<file path="config.mk">
export PLATFORM = sky130hd
export DESIGN_NAME = port_uart_flat
export DESIGN_NICKNAME = d
export VERILOG_FILES = /design/src/rtl/port_uart_pkg.sv /design/src/rtl/port_uart_if.sv /design/src/rtl/port_uart_byte_fifo.sv /design/src/rtl/port_uart.sv /design/src/flat_wrapper.sv
export SDC_FILE = /design/constraint.sdc
export NUM_CORES = 1
export LEC_CHECK = 0
export ABC_CLOCK_PERIOD_IN_PS = 4050
export CELL_PAD_IN_SITES_DETAIL_PLACEMENT = 0
export CELL_PAD_IN_SITES_GLOBAL_PLACEMENT = 1
export CORE_MARGIN = 10
export CORE_UTILIZATION = 51
export CTS_BUF_LIST = sky130_fd_sc_hd__clkbuf_2 sky130_fd_sc_hd__clkbuf_4 sky130_fd_sc_hd__clkbuf_8
export DETAILED_ROUTE_END_ITERATION = 8
export PLACE_DENSITY = 0.81
export SYNTH_ARGS = -nofsm -noshare
export SYNTH_HDL_FRONTEND = slang
export SYNTH_HIERARCHICAL = 1
export SYNTH_SLANG_ARGS = --single-unit
</file>
<file path="constraint.sdc">
create_clock -name clk_i -period 4.05 [get_ports clk_i]
set_clock_uncertainty 0.2 [all_clocks]
set_input_delay 0.6075 -clock clk_i [delete_from_list [all_inputs] [get_ports clk_i]]
set_output_delay 0.6075 -clock clk_i [all_outputs]
set_load 0.03 [all_outputs]
</file>
<file path="src/rtl/port_uart_pkg.sv">
// Shared constants and types for the port-mapped UART.
// Register offsets, STATUS bit indices, FSM state types and a sticky-flag helper.
package port_uart_pkg;

  // Register offsets relative to BASE_ADDR
  localparam logic [1:0] PORT_UART_DATA   = 2'd0;
  localparam logic [1:0] PORT_UART_STATUS = 2'd1;
  localparam logic [1:0] PORT_UART_DIV    = 2'd2;

  // STATUS bit indices
  localparam int unsigned STAT_RX_NONEMPTY = 0;
  localparam int unsigned STAT_TX_NOTFULL  = 1;
  localparam int unsigned STAT_TX_IDLE     = 2;
  localparam int unsigned STAT_RX_OVF      = 3;
  localparam int unsigned STAT_TX_OVF      = 4;
  localparam int unsigned STAT_FRAME_ERR   = 5;
  localparam int unsigned STAT_LOOPBACK    = 6;

  typedef enum logic [1:0] {TxIdle, TxStart, TxData, TxStop} tx_state_e;
  typedef enum logic [1:0] {RxIdle, RxStart, RxData, RxStop} rx_state_e;

  // A set event in the same cycle as a W1C clear wins.
  function automatic logic sticky_next(input logic q, input logic set, input logic clr);
    return (q & ~clr) | set;
  endfunction

endpackage

</file>
<file path="src/rtl/port_uart_if.sv">
// CPU IN/OUT port bus: address, write data, read/write strobes and registered read data.
interface port_uart_if;
  logic [15:0] portaddr;
  logic [15:0] portval;
  logic        portget;
  logic        portset;
  logic [15:0] portout;

  modport master (output portaddr, output portval, output portget, output portset,
                  input portout);
  modport slave  (input portaddr, input portval, input portget, input portset,
                  output portout);
endinterface

</file>
<file path="src/rtl/port_uart_byte_fifo.sv">
// Byte FIFO with extra-MSB pointers; head byte is visible on dout_o without a pop.
// A push while full is accepted only when a pop happens in the same cycle.
module port_uart_byte_fifo #(
  parameter int unsigned Depth = 8
) (
  input  logic       clk_i,
  input  logic       reset_ni,
  input  logic       push_i,
  input  logic       pop_i,
  input  logic [7:0] din_i,
  output logic [7:0] dout_o,
  output logic       full_o,
  output logic       empty_o
);

  localparam int unsigned Aw = $clog2(Depth);

  logic [Aw:0] wr_ptr_q, wr_ptr_d;
  logic [Aw:0] rd_ptr_q, rd_ptr_d;
  logic [7:0]  mem_q [Depth];
  logic        do_push, do_pop;

  assign empty_o = (wr_ptr_q == rd_ptr_q);
  assign full_o  = (wr_ptr_q[Aw] != rd_ptr_q[Aw]) && (wr_ptr_q[Aw-1:0] == rd_ptr_q[Aw-1:0]);
  assign do_pop  = pop_i && !empty_o;
  assign do_push = push_i && (!full_o || do_pop);
  assign dout_o  = mem_q[rd_ptr_q[Aw-1:0]];

  // Pointer next-state
  always_comb begin
    wr_ptr_d = wr_ptr_q;
    rd_ptr_d = rd_ptr_q;
    if (do_push) wr_ptr_d = wr_ptr_q + 1'b1;
    if (do_pop)  rd_ptr_d = rd_ptr_q + 1'b1;
  end

  // Pointer registers
  always_ff @(posedge clk_i) begin
    if (!reset_ni) begin
      wr_ptr_q <= '0;
      rd_ptr_q <= '0;
    end else begin
      wr_ptr_q <= wr_ptr_d;
      rd_ptr_q <= rd_ptr_d;
    end
  end

  // Storage; contents need no reset because the pointers gate visibility
  always_ff @(posedge clk_i) begin
    if (do_push) mem_q[wr_ptr_q[Aw-1:0]] <= din_i;
  end

endmodule

</file>
<file path="src/rtl/port_uart.sv">
// Port-mapped UART: DATA/STATUS/DIVISOR registers on the CPU port bus, TX and RX byte FIFOs,
// 8N1 framing with a programmable bit time of DIVISOR+1 clocks.
// Optional feature: define UART_PORT_LOOPBACK_EN for STATUS b6 internal loopback.
module port_uart
  import port_uart_pkg::*;
#(
  parameter logic [15:0] BASE_ADDR   = 16'h0010,
  parameter int unsigned FIFO_DEPTH  = 8,
  parameter logic [15:0] DEFAULT_DIV = 16'd433
) (
  input  logic          clk_i,
  input  logic          reset_ni,
  port_uart_if.slave    bus,
  input  logic          rxd_i,
  output logic          txd_o
);

  // Bus decode
  logic [15:0] offset;
  logic        in_win, wr_data, wr_status, wr_div, rd_data;

  assign offset    = bus.portaddr - BASE_ADDR;
  assign in_win    = (offset[15:2] == 14'd0);
  assign wr_data   = bus.portset && in_win && (offset[1:0] == PORT_UART_DATA);
  assign wr_status = bus.portset && in_win && (offset[1:0] == PORT_UART_STATUS);
  assign wr_div    = bus.portset && in_win && (offset[1:0] == PORT_UART_DIV);
  assign rd_data   = bus.portget && in_win && (offset[1:0] == PORT_UART_DATA);

  // Registers
  logic [15:0] portout_q, portout_d;
  logic [15:0] div_q, div_d;
  logic        rx_ovf_q, rx_ovf_d;
  logic        tx_ovf_q, tx_ovf_d;
  logic        frame_err_q, frame_err_d;

  // FIFO signals
  logic       tx_full, tx_empty, tx_push, tx_fetch;
  logic [7:0] tx_dout;
  logic       rx_full, rx_empty, rx_push, rx_pop;
  logic [7:0] rx_dout;

  // Serial state
  tx_state_e   tx_state_q;
  logic [15:0] tx_cnt_q;
  logic [2:0]  tx_bit_q;
  logic [7:0]  tx_sh_q;
  logic        tx_line_q;

  rx_state_e   rx_state_q;
  logic [15:0] rx_cnt_q;
  logic [2:0]  rx_bit_q;
  logic [7:0]  rx_sh_q;
  logic        rxd_meta_q, rxd_sync_q, rx_prev_q;
  logic        rx_line;
  logic        rx_stop_sample, rx_done_ok, rx_done_bad;

`ifdef UART_PORT_LOOPBACK_EN
  logic loopback_q, loopback_d;
  // Internal TX line feeds RX directly; external line parks high
  assign rx_line = loopback_q ? tx_line_q : rxd_sync_q;
  assign txd_o   = loopback_q ? 1'b1 : tx_line_q;
`else
  assign rx_line = rxd_sync_q;
  assign txd_o   = tx_line_q;
`endif

  // FIFO control
  // The shifter fetches from IDLE, or from the end of STOP for back-to-back frames
  assign tx_fetch = !tx_empty &&
                    ((tx_state_q == TxIdle) || ((tx_state_q == TxStop) && (tx_cnt_q == '0)));
  assign tx_push  = wr_data && (!tx_full || tx_fetch);

  assign rx_stop_sample = (rx_state_q == RxStop) && (rx_cnt_q == '0);
  assign rx_done_ok     = rx_stop_sample && rx_line;
  assign rx_done_bad    = rx_stop_sample && !rx_line;
  assign rx_push        = rx_done_ok && !rx_full;
  assign rx_pop         = rd_data && !rx_empty;

  port_uart_byte_fifo #(.Depth(FIFO_DEPTH)) u_tx_fifo (
    .clk_i    (clk_i),
    .reset_ni (reset_ni),
    .push_i   (tx_push),
    .pop_i    (tx_fetch),
    .din_i    (bus.portval[7:0]),
    .dout_o   (tx_dout),
    .full_o   (tx_full),
    .empty_o  (tx_empty)
  );

  port_uart_byte_fifo #(.Depth(FIFO_DEPTH)) u_rx_fifo (
    .clk_i    (clk_i),
    .reset_ni (reset_ni),
    .push_i   (rx_push),
    .pop_i    (rx_pop),
    .din_i    (rx_sh_q),
    .dout_o   (rx_dout),
    .full_o   (rx_full),
    .empty_o  (rx_empty)
  );

  // STATUS word assembled from live FIFO/FSM state and sticky flags
  logic [15:0] status;
  always_comb begin
    status                   = 16'h0000;
    status[STAT_RX_NONEMPTY] = !rx_empty;
    status[STAT_TX_NOTFULL]  = !tx_full;
    status[STAT_TX_IDLE]     = tx_empty && (tx_state_q == TxIdle);
    status[STAT_RX_OVF]      = rx_ovf_q;
    status[STAT_TX_OVF]      = tx_ovf_q;
    status[STAT_FRAME_ERR]   = frame_err_q;
`ifdef UART_PORT_LOOPBACK_EN
    status[STAT_LOOPBACK]    = loopback_q;
`endif
  end

  // Read mux; always reflects pre-write register values
  logic [15:0] rd_val;
  always_comb begin
    rd_val = 16'h0000;
    case (offset[1:0])
      PORT_UART_DATA:   rd_val = {8'h00, rx_empty ? 8'h00 : rx_dout};
      PORT_UART_STATUS: rd_val = status;
      PORT_UART_DIV:    rd_val = div_q;
      default:          rd_val = 16'h0000;
    endcase
  end

  // Register-file next state: read data, divisor, sticky flags with W1C
  logic [15:0] w1c;
  always_comb begin
    portout_d = portout_q;
    if (bus.portget) portout_d = in_win ? rd_val : 16'h0000;
    div_d       = wr_div ? bus.portval : div_q;
    w1c         = wr_status ? bus.portval : 16'h0000;
    rx_ovf_d    = sticky_next(rx_ovf_q, rx_done_ok && rx_full, w1c[STAT_RX_OVF]);
    tx_ovf_d    = sticky_next(tx_ovf_q, wr_data && tx_full && !tx_fetch, w1c[STAT_TX_OVF]);
    frame_err_d = sticky_next(frame_err_q, rx_done_bad, w1c[STAT_FRAME_ERR]);
`ifdef UART_PORT_LOOPBACK_EN
    loopback_d  = wr_status ? bus.portval[STAT_LOOPBACK] : loopback_q;
`endif
  end

  // Register-file state
  always_ff @(posedge clk_i) begin
    if (!reset_ni) begin
      portout_q   <= 16'h0000;
      div_q       <= DEFAULT_DIV;
      rx_ovf_q    <= 1'b0;
      tx_ovf_q    <= 1'b0;
      frame_err_q <= 1'b0;
`ifdef UART_PORT_LOOPBACK_EN
      loopback_q  <= 1'b0;
`endif
    end else begin
      portout_q   <= portout_d;
      div_q       <= div_d;
      rx_ovf_q    <= rx_ovf_d;
      tx_ovf_q    <= tx_ovf_d;
      frame_err_q <= frame_err_d;
`ifdef UART_PORT_LOOPBACK_EN
      loopback_q  <= loopback_d;
`endif
    end
  end

  assign bus.portout = portout_q;

  // TX FSM: START, 8 data bits LSB first, STOP; each lasts DIVISOR+1 clocks
  always_ff @(posedge clk_i) begin
    if (!reset_ni) begin
      tx_state_q <= TxIdle;
      tx_cnt_q   <= '0;
      tx_bit_q   <= '0;
      tx_sh_q    <= '0;
      tx_line_q  <= 1'b1;
    end else begin
      case (tx_state_q)
        TxIdle: begin
          if (!tx_empty) begin
            tx_state_q <= TxStart;
            tx_sh_q    <= tx_dout;
            tx_cnt_q   <= div_q;
            tx_line_q  <= 1'b0;
          end
        end
        TxStart: begin
          if (tx_cnt_q == '0) begin
            tx_state_q <= TxData;
            tx_line_q  <= tx_sh_q[0];
            tx_sh_q    <= {1'b0, tx_sh_q[7:1]};
            tx_bit_q   <= '0;
            tx_cnt_q   <= div_q;
          end else begin
            tx_cnt_q <= tx_cnt_q - 1'b1;
          end
        end
        TxData: begin
          if (tx_cnt_q == '0) begin
            tx_cnt_q <= div_q;
            if (tx_bit_q == 3'd7) begin
              tx_state_q <= TxStop;
              tx_line_q  <= 1'b1;
            end else begin
              tx_line_q <= tx_sh_q[0];
              tx_sh_q   <= {1'b0, tx_sh_q[7:1]};
              tx_bit_q  <= tx_bit_q + 1'b1;
            end
          end else begin
            tx_cnt_q <= tx_cnt_q - 1'b1;
          end
        end
        TxStop: begin
          if (tx_cnt_q == '0) begin
            if (!tx_empty) begin
              tx_state_q <= TxStart;
              tx_sh_q    <= tx_dout;
              tx_cnt_q   <= div_q;
              tx_line_q  <= 1'b0;
            end else begin
              tx_state_q <= TxIdle;
            end
          end else begin
            tx_cnt_q <= tx_cnt_q - 1'b1;
          end
        end
        default: tx_state_q <= TxIdle;
      endcase
    end
  end

  // rxd synchroniser and edge-detect history; idles high
  always_ff @(posedge clk_i) begin
    if (!reset_ni) begin
      rxd_meta_q <= 1'b1;
      rxd_sync_q <= 1'b1;
      rx_prev_q  <= 1'b1;
    end else begin
      rxd_meta_q <= rxd_i;
      rxd_sync_q <= rxd_meta_q;
      rx_prev_q  <= rx_line;
    end
  end

  // RX FSM: half-bit start check, then full-bit spaced samples for data and stop
  always_ff @(posedge clk_i) begin
    if (!reset_ni) begin
      rx_state_q <= RxIdle;
      rx_cnt_q   <= '0;
      rx_bit_q   <= '0;
      rx_sh_q    <= '0;
    end else begin
      case (rx_state_q)
        RxIdle: begin
          if (rx_prev_q && !rx_line) begin
            rx_state_q <= RxStart;
            rx_cnt_q   <= {1'b0, div_q[15:1]};
          end
        end
        RxStart: begin
          if (rx_cnt_q == '0) begin
            if (!rx_line) begin
              rx_state_q <= RxData;
              rx_bit_q   <= '0;
              rx_cnt_q   <= div_q;
            end else begin
              rx_state_q <= RxIdle;
            end
          end else begin
            rx_cnt_q <= rx_cnt_q - 1'b1;
          end
        end
        RxData: begin
          if (rx_cnt_q == '0) begin
            rx_sh_q  <= {rx_line, rx_sh_q[7:1]};
            rx_cnt_q <= div_q;
            if (rx_bit_q == 3'd7) rx_state_q <= RxStop;
            else                  rx_bit_q   <= rx_bit_q + 1'b1;
          end else begin
            rx_cnt_q <= rx_cnt_q - 1'b1;
          end
        end
        RxStop: begin
          // Push / frame-error decisions are taken combinationally on this sample
          if (rx_cnt_q == '0) rx_state_q <= RxIdle;
          else                rx_cnt_q   <= rx_cnt_q - 1'b1;
        end
        default: rx_state_q <= RxIdle;
      endcase
    end
  end

endmodule

</file>
<file path="src/flat_wrapper.sv">
// flat-port wrapper written by rule: the top's interface ports become plain ports
module port_uart_flat import port_uart_pkg::*;
#(
  parameter logic [15:0] BASE_ADDR   = 16'h0010,
  parameter int unsigned FIFO_DEPTH  = 8,
  parameter logic [15:0] DEFAULT_DIV = 16'd433
)
  (clk_i, reset_ni, rxd_i, txd_o, bus_portaddr, bus_portval, bus_portget, bus_portset, bus_portout);
  port_uart_if bus_i ();
  input  logic clk_i;
  input  logic reset_ni;
  input  logic rxd_i;
  output logic txd_o;
  input wire logic [$bits(bus_i.portaddr)-1:0] bus_portaddr;
  input wire logic [$bits(bus_i.portval)-1:0] bus_portval;
  input wire logic [$bits(bus_i.portget)-1:0] bus_portget;
  input wire logic [$bits(bus_i.portset)-1:0] bus_portset;
  output wire logic [$bits(bus_i.portout)-1:0] bus_portout;
  assign bus_i.portaddr = bus_portaddr;
  assign bus_i.portval = bus_portval;
  assign bus_i.portget = bus_portget;
  assign bus_i.portset = bus_portset;
  assign bus_portout = bus_i.portout;
  port_uart #(.BASE_ADDR(BASE_ADDR), .FIFO_DEPTH(FIFO_DEPTH), .DEFAULT_DIV(DEFAULT_DIV)) u_core (.clk_i(clk_i), .reset_ni(reset_ni), .bus(bus_i), .rxd_i(rxd_i), .txd_o(txd_o));
endmodule
</file>
# --- Word level (Yosys, flattened, before mapping) ---
# Memory sizes are Yosys's and may differ from the RTL's. A register that Yosys moved wholly into a read port is not among the register bits.
# Cells that the tools add are included.
op_classes:
  n_bitwise: 9
  n_eq_ne: 31
  addsub: 9
  reduce_logical: 52
  n_mux: 57
op_table:
  columns: ["operator", "n"]
  rows:
  - ["$mux 16", 9]
  - ["$pmux 16 s3", 2]
  - ["$pmux 16 s4", 1]
  - ["$mux 8", 6]
  - ["$mux 3", 11]
  - ["$logic_not 16->1", 2]
  - ["$pmux 8 s4", 1]
  - ["$sub 16x1->16 const B", 2]
  - ["$logic_and 1x1->1", 25]
  - ["$mux 2", 11]
  - ["$add 4x1->4 const B", 4]
  - ["$pmux 2 s4", 2]
  - ["$sub 16x5->16 const B", 1]
  - ["$reduce_and 5->1", 3]
  - ["$logic_not 14->1", 1]
  - ["$ne 2x1->1 const B", 7]
  - ["$ne 2x2->1 const B", 7]
  - ["$pmux 3 s2", 2]
  - ["$eq 2x2->1 const B", 5]
  - ["$mux 1", 10]
  - ["$eq 4x4->1", 2]
  - ["$reduce_and 4->1", 2]
  - ["$add 3x1->3 const B", 2]
  - ["$eq 2x1->1 const B", 3]
  - ["other kinds (16)", 37]
word_totals:
  word_cells: 181
  inputBits: 37
  mem_bits_rw: 128
  mem_count: 2
  output_inout_bits: 17
  regBits: 113
memory_table:
  columns: ["name", "depth", "width", "read_ports", "rd_ports_with_merged_regs", "wr", "line", "source"]
  rows:
  - ["u_core.u_rx_fifo.mem_q", 8, 8, 1, 1, 1, "port_uart_byte_fifo.sv:20", "logic [7:0] mem_q [Depth];"]
  - ["u_core.u_tx_fifo.mem_q", 8, 8, 1, 1, 1, "port_uart_byte_fifo.sv:20", null]

# --- Depth between registers and ports, before layout ---
# Gate-level depths: netlist of the first run.
depth:
  ltp_word: 10
  mapped_depth: 13
  depth_no_buf: 10

# --- Hierarchy ---
# Netlist of the first run, hierarchy kept.
modules_own_cells:
  columns: ["module", "cells_each", "instances", "seq_area_each_um2", "area_per_inst_um2"]
  rows:
  - ["port_uart_byte_fifo", 164, 2, 2142.1, 2989.1]
  - ["port_uart", 658, 1, 1941.9, 5545.3]

# --- Worst setup path after synthesis of the first run ---
# OpenSTA, ideal clock, no wires.
synth_path:
  path_kind: "reg-to-reg"
  startpoint: "register u_core.tx_cnt_q[0]"
  endpoint: "memory u_core.u_tx_fifo.mem_q[0][0] (enable)"
  synth_period_minus_slack_ns: 3.714
  stages_incl_launch_ff: 10
  t_arrival_ns: 3.119
  n_path_buf: 1
  slack_ns: 0.336
  path_cell_list: "dfxtp_1 > clkbuf_1 > inv_1 > ha_1 > nor3b_1 > nand4_1 > o221a_2 > nor4_1 > o21ai_2 > nor4_1"
synth_via:
  elab_chain_cells: 9
synth_lines:
  columns: ["item", "line", "source"]
  rows:
  - ["start: declaration", "port_uart.sv:44", "logic [15:0] tx_cnt_q;"]
  - ["start signal: assignment", "port_uart.sv:182", "tx_cnt_q <= div_q;"]
  - ["start signal: assignment", "port_uart.sv:192", "tx_cnt_q <= div_q;"]
  - ["start signal: assignment", "port_uart.sv:194", "tx_cnt_q <= tx_cnt_q - 1'b1;"]
  - ["$logic_not 16->1", "port_uart.sv:70", "((tx_state_q == TxIdle) || ((tx_state_q == TxStop) && (tx_cnt_q == '0)));"]
  - ["$logic_and 1x1->1", "port_uart.sv:70", null]
  - ["$logic_or 1x1->1", "port_uart.sv:70", null]
  - ["$logic_and 1x1->1", "port_uart.sv:69", "assign tx_fetch = !tx_empty &&"]
  - ["$logic_or 1x1->1", "port_uart.sv:71", "assign tx_push = wr_data && (!tx_full || tx_fetch);"]
  - ["$logic_and 1x1->1", "port_uart.sv:71", null]
  - ["net u_core.tx_push", "port_uart.sv:37", "logic tx_full, tx_empty, tx_push, tx_fetch;"]
  - ["$logic_and 1x1->1", "port_uart_byte_fifo.sv:26", "assign do_push = push_i && (!full_o || do_pop);"]
  - ["$mux 1", "port_uart_byte_fifo.sv:50", "if (do_push) mem_q[wr_ptr_q[Aw-1:0]] <= din_i;"]
  - ["$mux 1 (not written as such)", "port_uart_byte_fifo.sv:50", null]
  - ["end: declaration", "port_uart_byte_fifo.sv:20", null]
# The timed path passes the listed nets, and every way through them passes these cells.

# --- Worst setup path in the final report of the first run ---
layout_path:
  startpoint: "register u_core.rx_cnt_q[0]"
  endpoint: "memory u_core.u_rx_fifo.mem_q[6][1] (enable)"
layout_via:
  elab_chain_cells: 7
layout_lines:
  columns: ["item", "line", "source"]
  rows:
  - ["start: declaration", "port_uart.sv:50", "logic [15:0] rx_cnt_q;"]
  - ["start signal: assignment", "port_uart.sv:256", "rx_cnt_q <= {1'b0, div_q[15:1]};"]
  - ["start signal: assignment", "port_uart.sv:264", "rx_cnt_q <= div_q;"]
  - ["start signal: assignment", "port_uart.sv:269", "rx_cnt_q <= rx_cnt_q - 1'b1;"]
  - ["$logic_not 16->1", "port_uart.sv:73", "assign rx_stop_sample = (rx_state_q == RxStop) && (rx_cnt_q == '0);"]
  - ["$logic_and 1x1->1", "port_uart.sv:73", null]
  - ["$logic_and 1x1->1", "port_uart.sv:74", "assign rx_done_ok = rx_stop_sample && rx_line;"]
  - ["$logic_and 1x1->1", "port_uart.sv:76", "assign rx_push = rx_done_ok && !rx_full;"]
  - ["net u_core.rx_push", "port_uart.sv:39", "logic rx_full, rx_empty, rx_push, rx_pop;"]
  - ["$logic_and 1x1->1", "port_uart_byte_fifo.sv:26", null]
  - ["$mux 1", "port_uart_byte_fifo.sv:50", null]
  - ["$mux 1 (not written as such)", "port_uart_byte_fifo.sv:50", null]
  - ["end: declaration", "port_uart_byte_fifo.sv:20", null]
# The timed path passes the listed nets, and every way through them passes these cells.

==> impl_metrics.toml, run 1 <==
[power]
leakagePower_nw = 4.926
switching_share_pct = 26.94
pwr-share-comb_pct = 16.7
power_mw = 6.076
clkPwrFrac_pct = 38.1
seqPwrFrac_pct = 45.2
vdd_ir_drop_max_mv = 0.3205
pwr_density_cell_nw_per_um2 = 457.9
power.internal_mw = 4.439
p_switching_mw = 1.637

[place]
place_congestion = 0.8099
post-dp-hpwl_mm = 18.26
dp.cells = 1291
portBuffers = 53
placed_cell_area_um2 = 12390
pre_cts_slack_ps = 413.2

[floorplanning]
ios = 54
die_h_um = 170.3
die_x_um = 170.3
die_area_um2 = 29010
start_util_pct = 52.32
std_cell_rows = 54
core_region_area_um2 = 22030

[global_route]
grt_pass1_vias = 7794
grt_pass1_wl_mm = 43.04
grt_usage_pct = 18.62
overflow = 0
grt_max_degree = 94
antenna_found_initial = 0

[clock_network]
cts.clk_slew.worst_paths_ps = 60
cts_inserted_buffers = 41
ctsHoldBuffers = 0
cts_resized = 0
clock-sinks = 247
clockRootBuffer = "clkbuf_8"
cts_tree = "built"
cts.htree.levels = 2
postCtsSetupBuffers = 0
clock_latency_ps = 540
max-clock-path-buffers = 3

[yosys]
synthCells = 986
ys.flop_type = "edfxtp_1"
synth_cell_types = 76
ys_seq_area_share_pct = 54.03
synth-async-reset-ratio_pct = 0
syn_area_um2 = 11520
syn-mean-instance-area_um2 = 11.69
ys_seq_elements = 247
ys_warn_count = 6
synth_edf_count = 128
syn_nets = 1043

[critical_path]
arrival_ps = 3130
worstSetupStartpointType = "register"
path_class = "reg -> reg"
critical_path_required_ps = 4010
worstSetupEndpointType = "register"
path_max_fanout = 9

[final_layout]
final_cell_mix = "edfxtp_1, dfxtp_1, nor2_1"
final_nets = 1111
final_cell_area_um2 = 13270
final_common_cell = "edfxtp_1"
instances_no_fill = 1365
synthToLayoutAreaGrowth_pct = 15.15
fin_util_pct = 60.24
fill_cells = 1839
diodes = 0
drive_above_1_share_pct = 16.59

[timing]
setup_viol = 0
fin_ws_ps = 882.0
setup_tns_ps = 0
final.min_clock_period_ps = 3168
fmax_mhz = 315.7
holdWs_ps = 237.0
slew_headroom_pct = 44.01
worst_pin_slew_ps = 838.7
hold_viol = 0
rsz0062_at_grt = "false"
slew_viol_final = 0
period_share_pct = 78.22

[outcome]
outcome = "completed"

[detailed_routing]
vias = 7921
wl_per_cell_um = 19.85
antenna_left = 0
first_pass_iters = 5
first_iter_violations = 661
drc = 0
via_per_inst = 5.803
drt_wl_total_mm = 27.09

[flow_run]
max_cap_viol_count = 0

[min_path]
hp-class = "reg -> reg"
[cell type report]
class	count	area, um^2	area share (%)
flip-flops and latches	247	6226	46.92
multi-input cells	651	4926	37.12
clock buffers	64	780.7	5.884
repair buffers	85	778.2	5.865
well taps	280	350.3	2.640
inverters	28	105.1	0.7921
clock inverters	10	102.6	0.7732
[path summary, 6_finish.rpt]
path                       from                            to  slack (ps)  depth (start not counted)
max          u_core/rx_cnt_q[0]  u_core/u_rx_fifo/mem_q[6][1]         880                          8
min           u_core/rxd_meta_q                u_core/rx_line         240                          1
max reg2reg  u_core/rx_cnt_q[0]  u_core/u_rx_fifo/mem_q[6][1]         880                          8
min reg2reg   u_core/rxd_meta_q                u_core/rx_line         240                          1
[synthesized netlist by cell type (all sizes together), types with 9 or more instances]
library cell  count  area share (%)
edfxtp          128              33
dfxtp           119              21
nor2             72             2.4
nand2            65             2.1
mux2i            54             4.7
o21ai            52             2.3
a21oi            50             2.2
clkbuf           34             1.1
mux4             32             6.3
inv              27            0.88
buf              26             1.3
nand3            24             1.0
ha               20             2.2
mux2             20             2.1
nor3             20            0.87
xnor2            19             1.4
nor2b            18            0.98
xor2             17             1.3
nand2b           16            0.87
nand4            16            0.92
nor4             15             1.1
a22oi            14            0.91
o211ai            9            0.59
[state kept, by name, indices dropped and copies added, names as in the netlist, 8 cells and up, named ones only]
| name | count |
|---|---|
| u_core/bus.portout | 16 |
| u_core/div_q | 16 |
| u_core/rx_cnt_q | 16 |
| u_core/rx_sh_q | 8 |
| u_core/tx_cnt_q | 16 |
| u_core/tx_sh_q | 8 |
| u_core/u_rx_fifo/mem_q | 64 |
| u_core/u_tx_fifo/mem_q | 64 |
[routing by layer]
| metal | wire (um) | vias up | track usage, % |
|---|---|---|---|
| met5 | 0 | - | 0 |
| met4 | 429 | 0 | 5.034 |
| met3 | 1213 | 35 | 3.077 |
| met2 | 13110 | 162 | 30.10 |
| met1 | 12340 | 3884 | 25.41 |
| li1 | - | 3840 | - |
[logic make-up after synthesis]
| logic type | Yosys count | share of synthesized area [%] |
|---|---|---|
| xor gates and xnor gates | 36 | 2.736 |
| AOI/OAI and AO/OA | 203 | 11.82 |
| muxes | 106 | 13.00 |
| and+or+nand+nor | 286 | 12.94 |
| DFF | 247 | 54.03 |
| buffers and inverters | 88 | 3.301 |
| adders and majority gates | 20 | 2.172 |
[worst max-delay path: stages (launching register included)]
cell	delay, ps
dfxtp_1	350
inv_1	70
ha_1	420
nor3b_1	280
nand4_1	320
nor4_1	280
buf_4	200
o211ai_1	140
nor2_1	540
[power groups by stage]
stage / Clock [mW] / Sequential (mW) / Combinational, mW
global placement: 0 / 2.80 / 1.00
CTS: 2.38 / 2.74 / 1.01
detailed placement: 0 / 2.80 / 1.00
floorplan: 0 / 2.78 / 0.782
finish: 2.32 / 2.74 / 1.01
global route: 2.50 / 2.75 / 1.12
(Power assumes the default switching activity.)
==> inputs of run 2 (changes only) <==
Settings changed: ABC_CLOCK_PERIOD_IN_PS 4050 to 2900, CORE_UTILIZATION 51 to 46, PLACE_DENSITY 0.81 to 0.77.
Clock period 4.05 ns to 2.9 ns, I/O delays scaled along.
==> run 2 against run 1 <==
  * Count of clock-buffer cells in the layout fell by 3
  * Core utilization fell by 3.8 points
  * Largest cell class unchanged
  * Combinational power rose by 52%
  * Cell count rose by 7.0%
  * Largest power group unchanged
  * Highest routed layer unchanged
==> impl_metrics.toml, run 2 (same netlist as run 1, synthesis figures left out) <==
[outcome]
outcome = "completed"

[timing]
slew_headroom_pct = 52.37
slew_viol_final = 0
hold_viol = 0
fmax_mhz = 369.6
rsz0062_at_grt = "false"
setup_tns_ps = 0
fin_ws_ps = 194.5
final.min_clock_period_ps = 2705
period_share_pct = 93.29
setup_viol = 0
worst_pin_slew_ps = 714.5

[floorplanning]
core_region_area_um2 = 24460
ios = 54
die_area_um2 = 31780
std_cell_rows = 57
start_util_pct = 47.11
die_x_um = 178.3
die_h_um = 178.3

[global_route]
use_met2_pct = 29.90
grt_pass1_vias = 8285
grt_max_degree = 38
overflow = 0
grt_pass1_wl_mm = 46.67
met3_usage_pct = 3.404
grt-busiest-layer = "met2"
grtUsageMet1_pct = 25.00
grt_usage_pct = 18.45
antenna_found_initial = 0

[detailed_routing]
antenna_left = 0
wl_per_cell_um = 19.96
first_iter_violations = 613
vias = 8329
via_per_inst = 5.705
first_pass_iters = 5
drt_wl_total_mm = 29.14
drc = 0

[clock_network]
clock_latency_ps = 560
cts.clk_slew.worst_paths_ps = 60
cts_tree = "built"
ctsHoldBuffers = 0
max-clock-path-buffers = 3
clock-sinks = 247
cts_inserted_buffers = 42
clockRootBuffer = "clkbuf_8"
cts.htree.levels = 2

[flow_run]
max_cap_viol_count = 0

[power]
switching_share_pct = 28.01
clkPwrFrac_pct = 37.1
pwr_density_cell_nw_per_um2 = 617.9
power.internal_mw = 6.146
pwr-share-comb_pct = 18.0
leakagePower_nw = 5.170
seqPwrFrac_pct = 44.9
p_switching_mw = 2.392
vdd_ir_drop_max_mv = 0.4656

[critical_path]
path_cells = "xor2_1 > nor2_2 > nand2b_1 > o221a_2 > nor4_4 > buf_4 > o211ai_1 > buf_4 > nor3_4 > buf_4"
path_class = "reg -> reg"
arrival_ps = 2750
path_max_fanout = 8
cpMostUsedCell = "buf_4"
worst_path_dominant_cell_family = "simple AND/OR/NAND/NOR gates"
cpPeakStageDelay_ps = 390
cp.buffers_inverters = 3
worstSetupStartpointType = "register"
critical_path_required_ps = 2940
slowest_stage = "dfxtp_1"
worstSetupEndpointType = "register"

[place]
portBuffers = 53
pre_cts_slack_ps = -199.2
post-dp-hpwl_mm = 20.42
place_congestion = 0.8256

[final_layout]
final_common_cell = "edfxtp_1"
fill_cells = 2062
drive_above_1_share_pct = 21.65
fin_util_pct = 56.48
final_nets = 1160
final_cell_mix = "edfxtp_1, dfxtp_1, buf_4"
diodes = 0
synthToLayoutAreaGrowth_pct = 19.90

[min_path]
hp-class = "reg -> reg"
==> run 2: path summary, 6_finish.rpt <==
path / from / to / slack, ps / cells after the start
max: u_core/u_tx_fifo/rd_ptr_q[3] / u_core/u_tx_fifo/mem_q[4][2] / 190 / 10
min: u_core/rxd_meta_q / u_core/rx_line / 220 / 1
max reg2reg: u_core/u_tx_fifo/rd_ptr_q[3] / u_core/u_tx_fifo/mem_q[4][2] / 190 / 10
min reg2reg: u_core/rxd_meta_q / u_core/rx_line / 220 / 1
==> run 2: final cells by class <==
cell class              instances  area, um^2  area share (%)
repair buffers                133        1139           8.241
multi-input cells             651        5081           36.77
clock inverters                16       121.4          0.8784
clock buffers                  61       739.5           5.352
inverters                      28       105.1          0.7607
flip-flops and latches        247        6226           45.06
well taps                     324       405.4           2.934
==> run 2: metrics by stage <==
step	power, mW	hold WS (ps)	cells	area [um^2]
2_1_floorplan	4.981	186.3	986	11680
3_3_place_gp	5.422	190.8	1381	12930
3_5_place_dp	5.431	216.5	1381	12930
4_1_cts	8.603	221.0	1458	13800
5_1_grt	8.939	236.9	1460	13820
6_report	8.537	216.1	1460	13820
==> run 2: repair_timing <==
item,in CTS,in global routing
endpoints found under the setup margin,0,30
gates resized for setup,0,1
endpoints found under the hold margin,0,0
buffers inserted,0,2
==> run 2: power by group through the flow <==
stage / logic, mW / clock network (mW) / registers [mW]
2_1_floorplan: 1.10 / 0 / 3.88
6_report: 1.54 / 3.17 / 3.83
3_5_place_dp: 1.53 / 0 / 3.90
5_1_grt: 1.71 / 3.39 / 3.84
3_3_place_gp: 1.52 / 0 / 3.90
4_1_cts: 1.53 / 3.24 / 3.83
==> run 2: metal layers <==
layer | share of wire [%] | vias to the layer above
li1 | - | 3949
met1 | 46 | 4142
met2 | 47 | 199
met3 | 4.7 | 39
met4 | 1.9 | 0
met5 | 0 | -
==> variant (settings of run 2) <==
The option `UART_PORT_LOOPBACK_EN` is turned on by a define.
--- a/src/rtl/port_uart.sv
+++ b/src/rtl/port_uart.sv
@@ -1,6 +1,8 @@
 // Port-mapped UART: DATA/STATUS/DIVISOR registers on the CPU port bus, TX and RX byte FIFOs,
 // 8N1 framing with a programmable bit time of DIVISOR+1 clocks.
 // Optional feature: define UART_PORT_LOOPBACK_EN for STATUS b6 internal loopback.
+`define UART_PORT_LOOPBACK_EN
+
 module port_uart
   import port_uart_pkg::*;
 #(
Function: changed (a bounded check fails within 4 cycles, from zero or initial values and one cycle with reset_ni low).
==> variant against run 2 <==
- the run now ends with setup timing left
- routed wire length fell by 2.5%
- critical path type unchanged
- worst setup slack lost 0.29 ns
- cell area up 2.9%
- area after synthesis barely moved
- worst hold slack lost 0.14 ns
- sequential cell count rose by 1
Power is not compared: it rests on default switching activity, and its combinational part moved more than twofold at a synthesized area within 25%.
==> variant: results (changes against run 2) <==
Run status
  – Outcome: finished with violations
  – Failing checks: setup timing

Clock tree
  – Clock Latency Late Sink: 0.54 ns (-0.02 ns)
  – Register clock-pin slew on the reported worst setup and hold paths: 0.06 ns (about the same)
  – Clock root buffer: clkbuf_8
  – Total CTS buffers: 42 (unchanged)
  – CTS Buffer Depth: 3 (unchanged)
  – H-tree Lvls: 2 (unchanged)

Route
  – DR WL/cell: 19.1 um (-4.2%)
  – Vias: 8293 (-0.43%)
  – Drt initial violations: 461 (-25%)
  – Pre-antenna DRT Iters: 5 (unchanged)
  – Drt via density: 5.58 (-2.2%)

Layout
  – N_diodes: 0 (unchanged)
  – Layout cells sized above 1: 23.2% (+1.6 points)
  – Nets@finish: 1184 (+2.1%)

Global routing
  – First-pass GRT wire length: 45300 um (-2.9%)
  – Initial antenna violation count: 0 (unchanged)
  – Largest net degree at the start of global routing: 67 (+76%)
  – Tot GR Track Use: 17.9% (-0.60 points)

Placed design
  – Gpl congestion: 0.857 (+3.8%)
  – Placed cell area: 0.0132 mm2 (+1.7%)
  – Placed cells: 1403 (+1.6%)
  – HPWL after DPL: 20100 um (-1.7%)
  – Dpl ws: -0.155 ns (+0.0438 ns)
  – Port Buf Inserts: 53 (unchanged)

Timing
  – Setup WS post-layout: -0.0959 ns (-0.290 ns)
  – Post-route setup TNS: -1.67 ns (-1.67 ns)
  – Relative slew margins: 51.0% (-1.4 points)
  – Count of final setup violators: 33 (+33)

Hold path
  – Min-delay worst type: in -> reg
  – Hold Path Origin: reset_ni
  – Hold Path Depth: 2 (+1)
  – Hold path endpoint: u_core/div_q[8]

Synth
  – Top FF cell, synth: edfxtp_1
  – Post-synth EDFFs: 128 (unchanged)
  – Library cells used by synthesis: 75 (-1.3%)
  – FFs w/ async S/R, synth: 0% (unchanged)
  – Synth Instances: 1006 (+2.0%)
  – Syn nets: 1062 (+1.8%)
  – Leading post-synthesis cells by cell area: edfxtp_1, dfxtp_1, mux4_2
  – Synth warn: 6 (unchanged)
  – Sequential share of the synthesized area: 54.2% (+0.13 points)
  – Commonest cells in the netlist: edfxtp_1, dfxtp_1, nand2_1

Setup path
  – Slowest stage cell, crit path: or4_4
  – Worst R2R Start: u_core/tx_cnt_q[8]
  – Delay-heaviest family, CP: simple AND/OR/NAND/NOR gates
  – Arrival @ worst endpoint: 3.04 ns (+0.29 ns)
  – RR Endpoint: u_core/u_tx_fifo/mem_q[5][1]
  – CP Max Fanout: 8 (unchanged)
  – Worst reg-to-reg path cell count: 10 (unchanged)
  – Worst path max stage delay: 0.54 ns (+0.15 ns)

Run
  – Maxcap violations: 0 (unchanged)

Power and ir drop
  – Leakage: 0.00533 uW
  – Worst VDD drop: 0.442 mV
## variant: changes by cell type in the layout (fill, tap and decap cells not counted), moves of 5 or more
cell | run 2 | this run
nand2b_1 | 16 | 10
a21oi_1 | 49 | 43
a21boi_0 | 4 | 12
mux2i_1 | 54 | 46
nand3_1 | 24 | 43
a22o_1 | 3 | 8
nor2_1 | 67 | 55
a22oi_1 | 14 | 7
clkbuf_8 | 45 | 52
buf_12 | 1 | 10
nand2_1 | 65 | 78
## variant: layer usage
metal	routed length [um]	GRT usage, %	up-vias
met5	0	0	-
met4	590	5.51	0
met3	1220	3.07	45
met2	13900	29.7	179
met1	12700	23.3	4029
li1	-	-	4040
## variant: cell type report
cell class,instances,area (um2)
well taps,324,405
flip-flops and latches,248,6250
fillers,1997,10200
repair buffers,144,1350
inverters,30,113
multi-input cells,662,5120
clock inverters,14,176
clock buffers,64,806
## variant: how the worst max path moves through the flow
stage,endpoint,from,cells past startpoint
global placement,u_core/u_rx_fifo/mem_q[0][5],bus_portaddr[11],8
finish,u_core/u_tx_fifo/mem_q[5][1],u_core/tx_cnt_q[8],10
CTS,u_core/u_tx_fifo/mem_q[5][2],u_core/tx_cnt_q[9],10
detailed placement,u_core/u_rx_fifo/mem_q[0][3],bus_portaddr[11],8
global route,u_core/u_tx_fifo/mem_q[5][1],u_core/tx_cnt_q[8],10
floorplan,u_core/u_tx_fifo/mem_q[0][0],u_core/tx_cnt_q[8],9
## variant: what timing repair did
| item | CTS | global route |
|---|---|---|
| buffers inserted | 3 | 2 |
| pin swaps | 7 | 2 |
| resized for setup | 6 | 3 |
| endpoints found under the setup margin | 51 | 64 |
| endpoints found under the hold margin | 0 | 0 |
## variant: kinds of logic after synthesis
kind of cell	after synthesis	synth area share, %
muxes	98	12.2
buffers and inverters	96	3.47
xor gates and xnor gates	33	2.51
DFF	248	54.2
adders and majority gates	19	2.06
AOI/OAI and AO/OA	214	12.8
and+or+nand+nor	298	12.8
## variant: power by group
group	total, uW	switching, uW	internal [uW]
sequential	3980	153	3820
clock	3560	1410	2140
combinational	3780	2180	1600
## variant: metrics by stage
stage / hold slack (ns) / power [uW]
final: 0.0711 / 11300
after global routing: 0.0750 / 12000
after CTS: 0.0393 / 11400
after detailed placement: 0.212 / 7800
after global placement: 0.216 / 7800
after floorplan: 0.186 / 6670
